--- config.mk ---
export PLATFORM = sky130hd
export DESIGN_NAME = serial_word_feeder_flat
export DESIGN_NICKNAME = d
export VERILOG_FILES = /design/src/rtl/serial_word_feeder_if.sv /design/src/rtl/serial_word_feeder.sv /design/src/flat_wrapper.sv
export SDC_FILE = /design/constraint.sdc
export NUM_CORES = 1
export LEC_CHECK = 0
export ABC_CLOCK_PERIOD_IN_PS = 1600
export CORE_UTILIZATION = 41
export DETAILED_ROUTE_END_ITERATION = 10
export GPL_TIMING_DRIVEN = 1
export PLACE_DENSITY = 0.79
export SLEW_MARGIN = 20
export SYNTH_ARGS = -nofsm -noshare
export SYNTH_HDL_FRONTEND = slang
export SYNTH_SLANG_ARGS = --single-unit
--- constraint.sdc ---
create_clock -name clk -period 1.6 [get_ports clk]
set_clock_uncertainty 0.2 [all_clocks]
set_input_delay 0.48 -clock clk [delete_from_list [all_inputs] [get_ports clk]]
set_output_delay 0.48 -clock clk [all_outputs]
set_load 0.05 [all_outputs]
--- src/rtl/serial_word_feeder_if.sv ---
// Load handshake and serial output bundle for serial_word_feeder.
// master: the word source (drives the word, sees the serial stream).
// slave : the feeder itself.
interface serial_word_feeder_if #(
  parameter int WIDTH = 8
);
  logic [WIDTH-1:0] data_in;
  logic             load_valid;
  logic             load_ready;
  logic             ser_out;
  logic             ser_valid;
  logic             frame_start;
  logic             frame_end;

  modport master (
    output data_in,
    output load_valid,
    input  load_ready,
    input  ser_out,
    input  ser_valid,
    input  frame_start,
    input  frame_end
  );

  modport slave (
    input  data_in,
    input  load_valid,
    output load_ready,
    output ser_out,
    output ser_valid,
    output frame_start,
    output frame_end
  );
endinterface

--- src/rtl/serial_word_feeder.sv ---
// Parallel-to-serial front end for the bit-serial pattern detector.
// Takes WIDTH-bit words over valid/ready and emits one bit per clock.
// A new word may be accepted on the last bit of the current one, so
// streamed words follow each other with no gap bit. Outside a frame the
// serial line is held at 0.
module serial_word_feeder #(
  parameter int WIDTH     = 8,
  parameter bit MSB_FIRST = 1'b1
) (
  input  logic                clk,
  input  logic                reset,
  serial_word_feeder_if.slave bus
);

  localparam int              CW       = $clog2(WIDTH);
  localparam logic [CW-1:0]   CNT_LAST = CW'(WIDTH - 1);
  localparam logic [CW-1:0]   CNT_ONE  = CW'(1);

  typedef enum logic [1:0] {
    IDLE  = 2'b00,
    SHIFT = 2'b01
  } state_t;

  state_t           state;
  logic [WIDTH-1:0] shreg;
  logic [CW-1:0]    cnt;

  logic             ser_out_p0;
  logic             vld_p0;
  logic             sof_p0;
  logic             eof_p0;

  logic             accept;

  // Bit that sits at the output end of a shift register image.
  function automatic logic out_bit(input logic [WIDTH-1:0] s);
    return MSB_FIRST ? s[WIDTH-1] : s[0];
  endfunction

  // Move the word one place toward the output end, filling with 0.
  function automatic logic [WIDTH-1:0] shift_once(input logic [WIDTH-1:0] s);
    return MSB_FIRST ? {s[WIDTH-2:0], 1'b0} : {1'b0, s[WIDTH-1:1]};
  endfunction

  // Ready while idle or on the last bit of a frame; never during reset.
  assign bus.load_ready = reset && ((state == IDLE) || ((state == SHIFT) && (cnt == '0)));
  assign accept         = bus.load_valid && bus.load_ready;

  // Word FSM: load, shift and idle, with the serial outputs registered
  // from the same next-state decision so they line up with shreg/cnt.
  always_ff @(posedge clk or negedge reset) begin
    if (!reset) begin
      state      <= IDLE;
      shreg      <= '0;
      cnt        <= '0;
      ser_out_p0 <= 1'b0;
      vld_p0     <= 1'b0;
      sof_p0     <= 1'b0;
      eof_p0     <= 1'b0;
    end else begin
      case (state)
        IDLE, SHIFT: begin
          if (accept) begin
            state      <= SHIFT;
            shreg      <= bus.data_in;
            cnt        <= CNT_LAST;
            ser_out_p0 <= out_bit(bus.data_in);
            vld_p0     <= 1'b1;
            sof_p0     <= 1'b1;
            eof_p0     <= 1'b0;
          end else if ((state == SHIFT) && (cnt != '0)) begin
            shreg      <= shift_once(shreg);
            cnt        <= cnt - 1'b1;
            ser_out_p0 <= out_bit(shift_once(shreg));
            vld_p0     <= 1'b1;
            sof_p0     <= 1'b0;
            eof_p0     <= (cnt == CNT_ONE);
          end else begin
            state      <= IDLE;
            shreg      <= '0;
            cnt        <= '0;
            ser_out_p0 <= 1'b0;
            vld_p0     <= 1'b0;
            sof_p0     <= 1'b0;
            eof_p0     <= 1'b0;
          end
        end
        default: begin
          state      <= IDLE;
          shreg      <= '0;
          cnt        <= '0;
          ser_out_p0 <= 1'b0;
          vld_p0     <= 1'b0;
          sof_p0     <= 1'b0;
          eof_p0     <= 1'b0;
        end
      endcase
    end
  end

  assign bus.ser_out     = ser_out_p0;
  assign bus.ser_valid   = vld_p0;
  assign bus.frame_start = sof_p0;
  assign bus.frame_end   = eof_p0;

endmodule

--- src/flat_wrapper.sv ---
// flat-port wrapper written by rule: the top's interface ports become plain ports
module serial_word_feeder_flat 
#(
  parameter int WIDTH     = 8,
  parameter bit MSB_FIRST = 1'b1
)
  (clk, reset, bus_data_in, bus_load_valid, bus_load_ready, bus_ser_out, bus_ser_valid, bus_frame_start, bus_frame_end);
  serial_word_feeder_if #(.WIDTH(WIDTH)) bus_i ();
  input  logic clk;
  input  logic reset;
  input wire logic [$bits(bus_i.data_in)-1:0] bus_data_in;
  input wire logic [$bits(bus_i.load_valid)-1:0] bus_load_valid;
  output wire logic [$bits(bus_i.load_ready)-1:0] bus_load_ready;
  output wire logic [$bits(bus_i.ser_out)-1:0] bus_ser_out;
  output wire logic [$bits(bus_i.ser_valid)-1:0] bus_ser_valid;
  output wire logic [$bits(bus_i.frame_start)-1:0] bus_frame_start;
  output wire logic [$bits(bus_i.frame_end)-1:0] bus_frame_end;
  assign bus_i.data_in = bus_data_in;
  assign bus_i.load_valid = bus_load_valid;
  assign bus_load_ready = bus_i.load_ready;
  assign bus_ser_out = bus_i.ser_out;
  assign bus_ser_valid = bus_i.ser_valid;
  assign bus_frame_start = bus_i.frame_start;
  assign bus_frame_end = bus_i.frame_end;
  serial_word_feeder #(.WIDTH(WIDTH), .MSB_FIRST(MSB_FIRST)) u_core (.clk(clk), .reset(reset), .bus(bus_i));
endmodule
# After elaboration in Yosys (flattened, before gate mapping)
# Index checks and enable logic that the tools add are counted.
[word_totals]
regBits = 16
elab_cells = 40
input_bits = 11
[op_classes]
reduce_logical = 9
n_addsub = 1
n_mux = 20
n_eq_ne = 3
[op_table]
columns = ["op", "count"]
rows = [
  ["$mux 7", 3],
  ["$mux 1", 11],
  ["$mux 3", 3],
  ["$mux 2", 3],
  ["$logic_and 1x1->1", 4],
  ["$eq 3x1->1 const B", 1],
  ["$logic_not 3->1", 1],
  ["$ne 3x2->1 const B", 1],
  ["$reduce_bool 3->1", 1],
  ["$sub 3x1->3 const B", 1],
  ["$eq 2x1->1 const B", 1],
  ["$logic_not 2->1", 1],
  ["$reduce_or 2->1", 1],
  ["$logic_or 1x1->1", 1],
]

# Longest topological paths before layout
[logic_depth]
ltp_word = 7
ltp_mapped = 6
depth_no_buf = 5

# Least setup slack after synthesis
# Ideal clock, no wire load.
[synth_path]
path_kind = "register to output"
from = "reg u_core.cnt[0]"
to = "out bus_load_ready"
arrival_time_ps = 1436
t_required_ps = 920
stages_incl_launch_ff = 7
setup_slack_ps = -516
n_path_buf = 1
cell_sequence = "dfrtp_1 inv_1 ha_1 inv_1 o21ai_4 buf_6 and2_1"
[synth_between]
elab_chain_cells = 4
[synth_rtl]
columns = ["item", "line", "source"]
rows = [
  ["from (decl)", "serial_word_feeder.sv:26", "logic [CW-1:0] cnt;"],
  ["from (signal assigned)", "serial_word_feeder.sv:73", "cnt <= cnt - 1'b1;"],
  ["$logic_not 3->1", "serial_word_feeder.sv:46", "assign bus.load_ready = reset && ((state == IDLE) || ((state == SHIFT) && (cnt == '0)));"],
  ["$logic_and 1x1->1", "serial_word_feeder.sv:46", ""],
  ["$logic_or 1x1->1", "serial_word_feeder.sv:46", ""],
  ["$logic_and 1x1->1", "serial_word_feeder.sv:46", ""],
  ["to (decl)", "flat_wrapper.sv:13", "output wire logic [$bits(bus_i.load_ready)-1:0] bus_load_ready;"],
]
# Every way passes these cells.

# Worst setup path in the final report
[layout_path]
from = "reg u_core.cnt[1]"
to = "out bus_load_ready"
# The elaborated chain is that of the path after synthesis.

==> flow_summary.ini <==
[outcome]
status = complete, but fails checks
violations = setup timing

[clock_tree]
htreeDepth = 1
cts_tree = done
cts.sinks = 15
hold_buffers = 0
insertion_delay_ns = 0.27
path_clk_slew_ns = 0.08
clock_path_buffers = 2
cts_root_buf = clkbuf_4
cts_buffers = 3

[synth]
synth-edff-count = 0
synthTopCellsByArea = dfrtp_1, mux2_2, and3_1, ha_1, mux2i_1
synth_nets = 62
netlist_area_um2 = 657
async_flop_share_pct = 100
synth.most_common_cell = dfrtp_1
synth_top_area_share_pct = 57.1
yosysSeqAreaShare_pct = 57.1
ys.flop_type = dfrtp_1
netlist_instances = 48
synth_common_cells = dfrtp_1, and3_1, mux2_2
ys_ff_latch = 15
syn_area_per_cell_um2 = 13.7
yosysWarnings = 0
ys_types = 15
synth_area_leader_cell = dfrtp_1

[routing]
viasPerCell = 4.87
first_pass_iters = 1
drt_iter0_drc = 0
antenna_left = 0
routed-via-count = 472
totalWireLength_um = 1280
route.detailed.drc = 0
wire_per_inst_um = 13.2

[cells_and_area]
area_delta_synth_final_pct = 59.2
layout-drive-gt1-share_pct = 45.7
fin_cells = 97
diodes = 0
fin_nets = 96

[setup_path]
path_class = reg2out
crit_arrival_ns = 1.33
crit-reg2reg-launch = u_core.cnt[1]$_DFF_PN0_
cp-end-kind = output pin
path_max_fanout = 2
worstPathRequired_ns = 0.92
cp-start-kind = flop
reg2regPathDepth = 8
critical_path.startpoint = u_core.cnt[1]$_DFF_PN0_

[pwr]
p_leak_uw = 0.000539
irDropWorstVdd_uv = 1100
powerDensity_nw_per_um2 = 1880

[timing]
fin_ws_ns = -0.414
tightest_slew_ns = 0.275
period_share_pct = 126
maxSlewHeadroom_pct = 81.7
hold_ws_ns = 0.286
rsz0062_at_grt = yes
finalSetupViolCount = 11
report.final.slew_viol_count = 0
period_needed_ns = 2.01
hold_viol_final = 0
max_freq_ghz = 0.496

[hold_path]
min_path_type = reg2reg
hp-start = u_core.shreg[6]$_DFF_PN0_
whs_path_depth = 1

[placement]
dpl.hpwl_um = 828
dp.cells = 87
dp_slack_ns = -0.335
io_buffers = 15
globalplace.congestion = 0.719

[die]
core-area_um2 = 1510
die_width_um = 42.0
io_pins = 16
rows = 14
die_h_um = 42.0
initial_core_util_pct = 43.6
dieArea_um2 = 1770

[global_routing]
antenna_found_initial = 0
grt_pass1_wl_um = 2010
grt_max_degree = 25
grt_pass1_vias = 424
grt_usage_pct = 15.6
overflow = 0

[flow_run]
maxCapViolations = 0
==> layout make-up <==
class,count,area [um^2]
clock buffer,4,26.3
fill,114,460
inverter,3,11.3
multi-input combinational,29,279
sequential,15,375
tap,16,20.0
timing repair buffer,30,334
==> final timing paths <==
kind / end / slack [ns]
max in group asynchronous: u_core.cnt[0]$_DFF_PN0_ / 0.68
setup / recovery: bus_load_ready / -0.41
hold reg to reg: u_core.bus.ser_out$_DFF_PN0_ / 0.29
hold / removal: u_core.bus.ser_out$_DFF_PN0_ / 0.29
min in group asynchronous: u_core.bus.frame_start$_DFF_PN0_ / 0.36
setup reg to reg: u_core.shreg[1]$_DFF_PN0_ / -0.13
==> metrics by stage <==
step                TNS (ns)  area, um^2  power, uW  utilization [%]
global route           -2.11        1050       2070             69.4
CTS                    -1.41         985       1820             65.4
floorplan             -0.333         659       1100                -
global placement       -3.98         936       1490             62.1
detailed placement     -4.16         936       1520             62.1
finish                 -1.41        1050       1960             69.4
==> registers in the layout, summed over array words and instances (netlist names) <==
| register | flops |
|---|---|
| u_core.bus.ser_out | 1 |
| u_core.shreg | 7 |
| u_core.bus.frame_start | 1 |
| u_core.bus.frame_end | 1 |
| u_core.bus.ser_valid | 1 |
| u_core.state | 1 |
| u_core.cnt | 3 |
==> logic make-up (layout without fill, tap and decap cells) <==
family                   count (synthesis)  after routing  synth area share [%]
buffers and inverters                    4             37                  3.43
adder cells (fa/ha/maj)                  3              3                  5.71
flip-flops                              15             15                  57.1
multiplexers                            10             10                  17.1
AO/OA/AOI/OAI                            1              1                  2.48
AND/OR/NAND/NOR                         14             14                  12.8
XOR/XNOR                                 1              1                  1.33
==> worst max-delay path, stage by stage, from the launching register on <==
cell and delay, ns:
dfrtp_1 0.39, inv_2 0.08, ha_4 0.13, inv_2 0.04
o21ai_4 0.12, and2_4 0.17, buf_12 0.13
==> routing by layer <==
| metal | vias to the layer above | routed length (um) | GRT usage [%] |
|---|---|---|---|
| li1 | 228 | - | - |
| met1 | 232 | 524 | 19.4 |
| met2 | 10 | 703 | 25.6 |
| met3 | 2 | 42 | 3.88 |
| met4 | 0 | 13 | 7.50 |
| met5 | - | 0 | 0 |
==> timing repair <==
action                                  CTS  global route
pin swaps                                 2             3
setup buffers                             2             4
gates resized for setup                   3             9
endpoints found under the setup margin   12            14
==> power by group <==
part | switching, uW | internal, uW | total, uW
clock | 110 | 96.4 | 206
sequential | 75.1 | 504 | 580
combinational | 487 | 689 | 1180
total | 672 | 1290 | 1960
==> cell usage in the layout, fill, tap and decap left out <==
cell             count
mux2_2               6
o21ai_4              1
buf_8                1
clkbuf_4             3
mux2_4               1
clkdlybuf4s50_1      9
clkbuf_1             1
nand2_1              3
and3_1               7
dfrtp_1             15
buf_6                3
nor2b_1              1
buf_12               5
and4_1               1
ha_1                 2
ha_4                 1
mux2i_1              3
inv_2                3
xnor2_1              1
dlymetal6s2s_1       1
nor3b_2              1
buf_4               11
and2_4               1
Note: power is estimated with default switching activity, not from simulation.
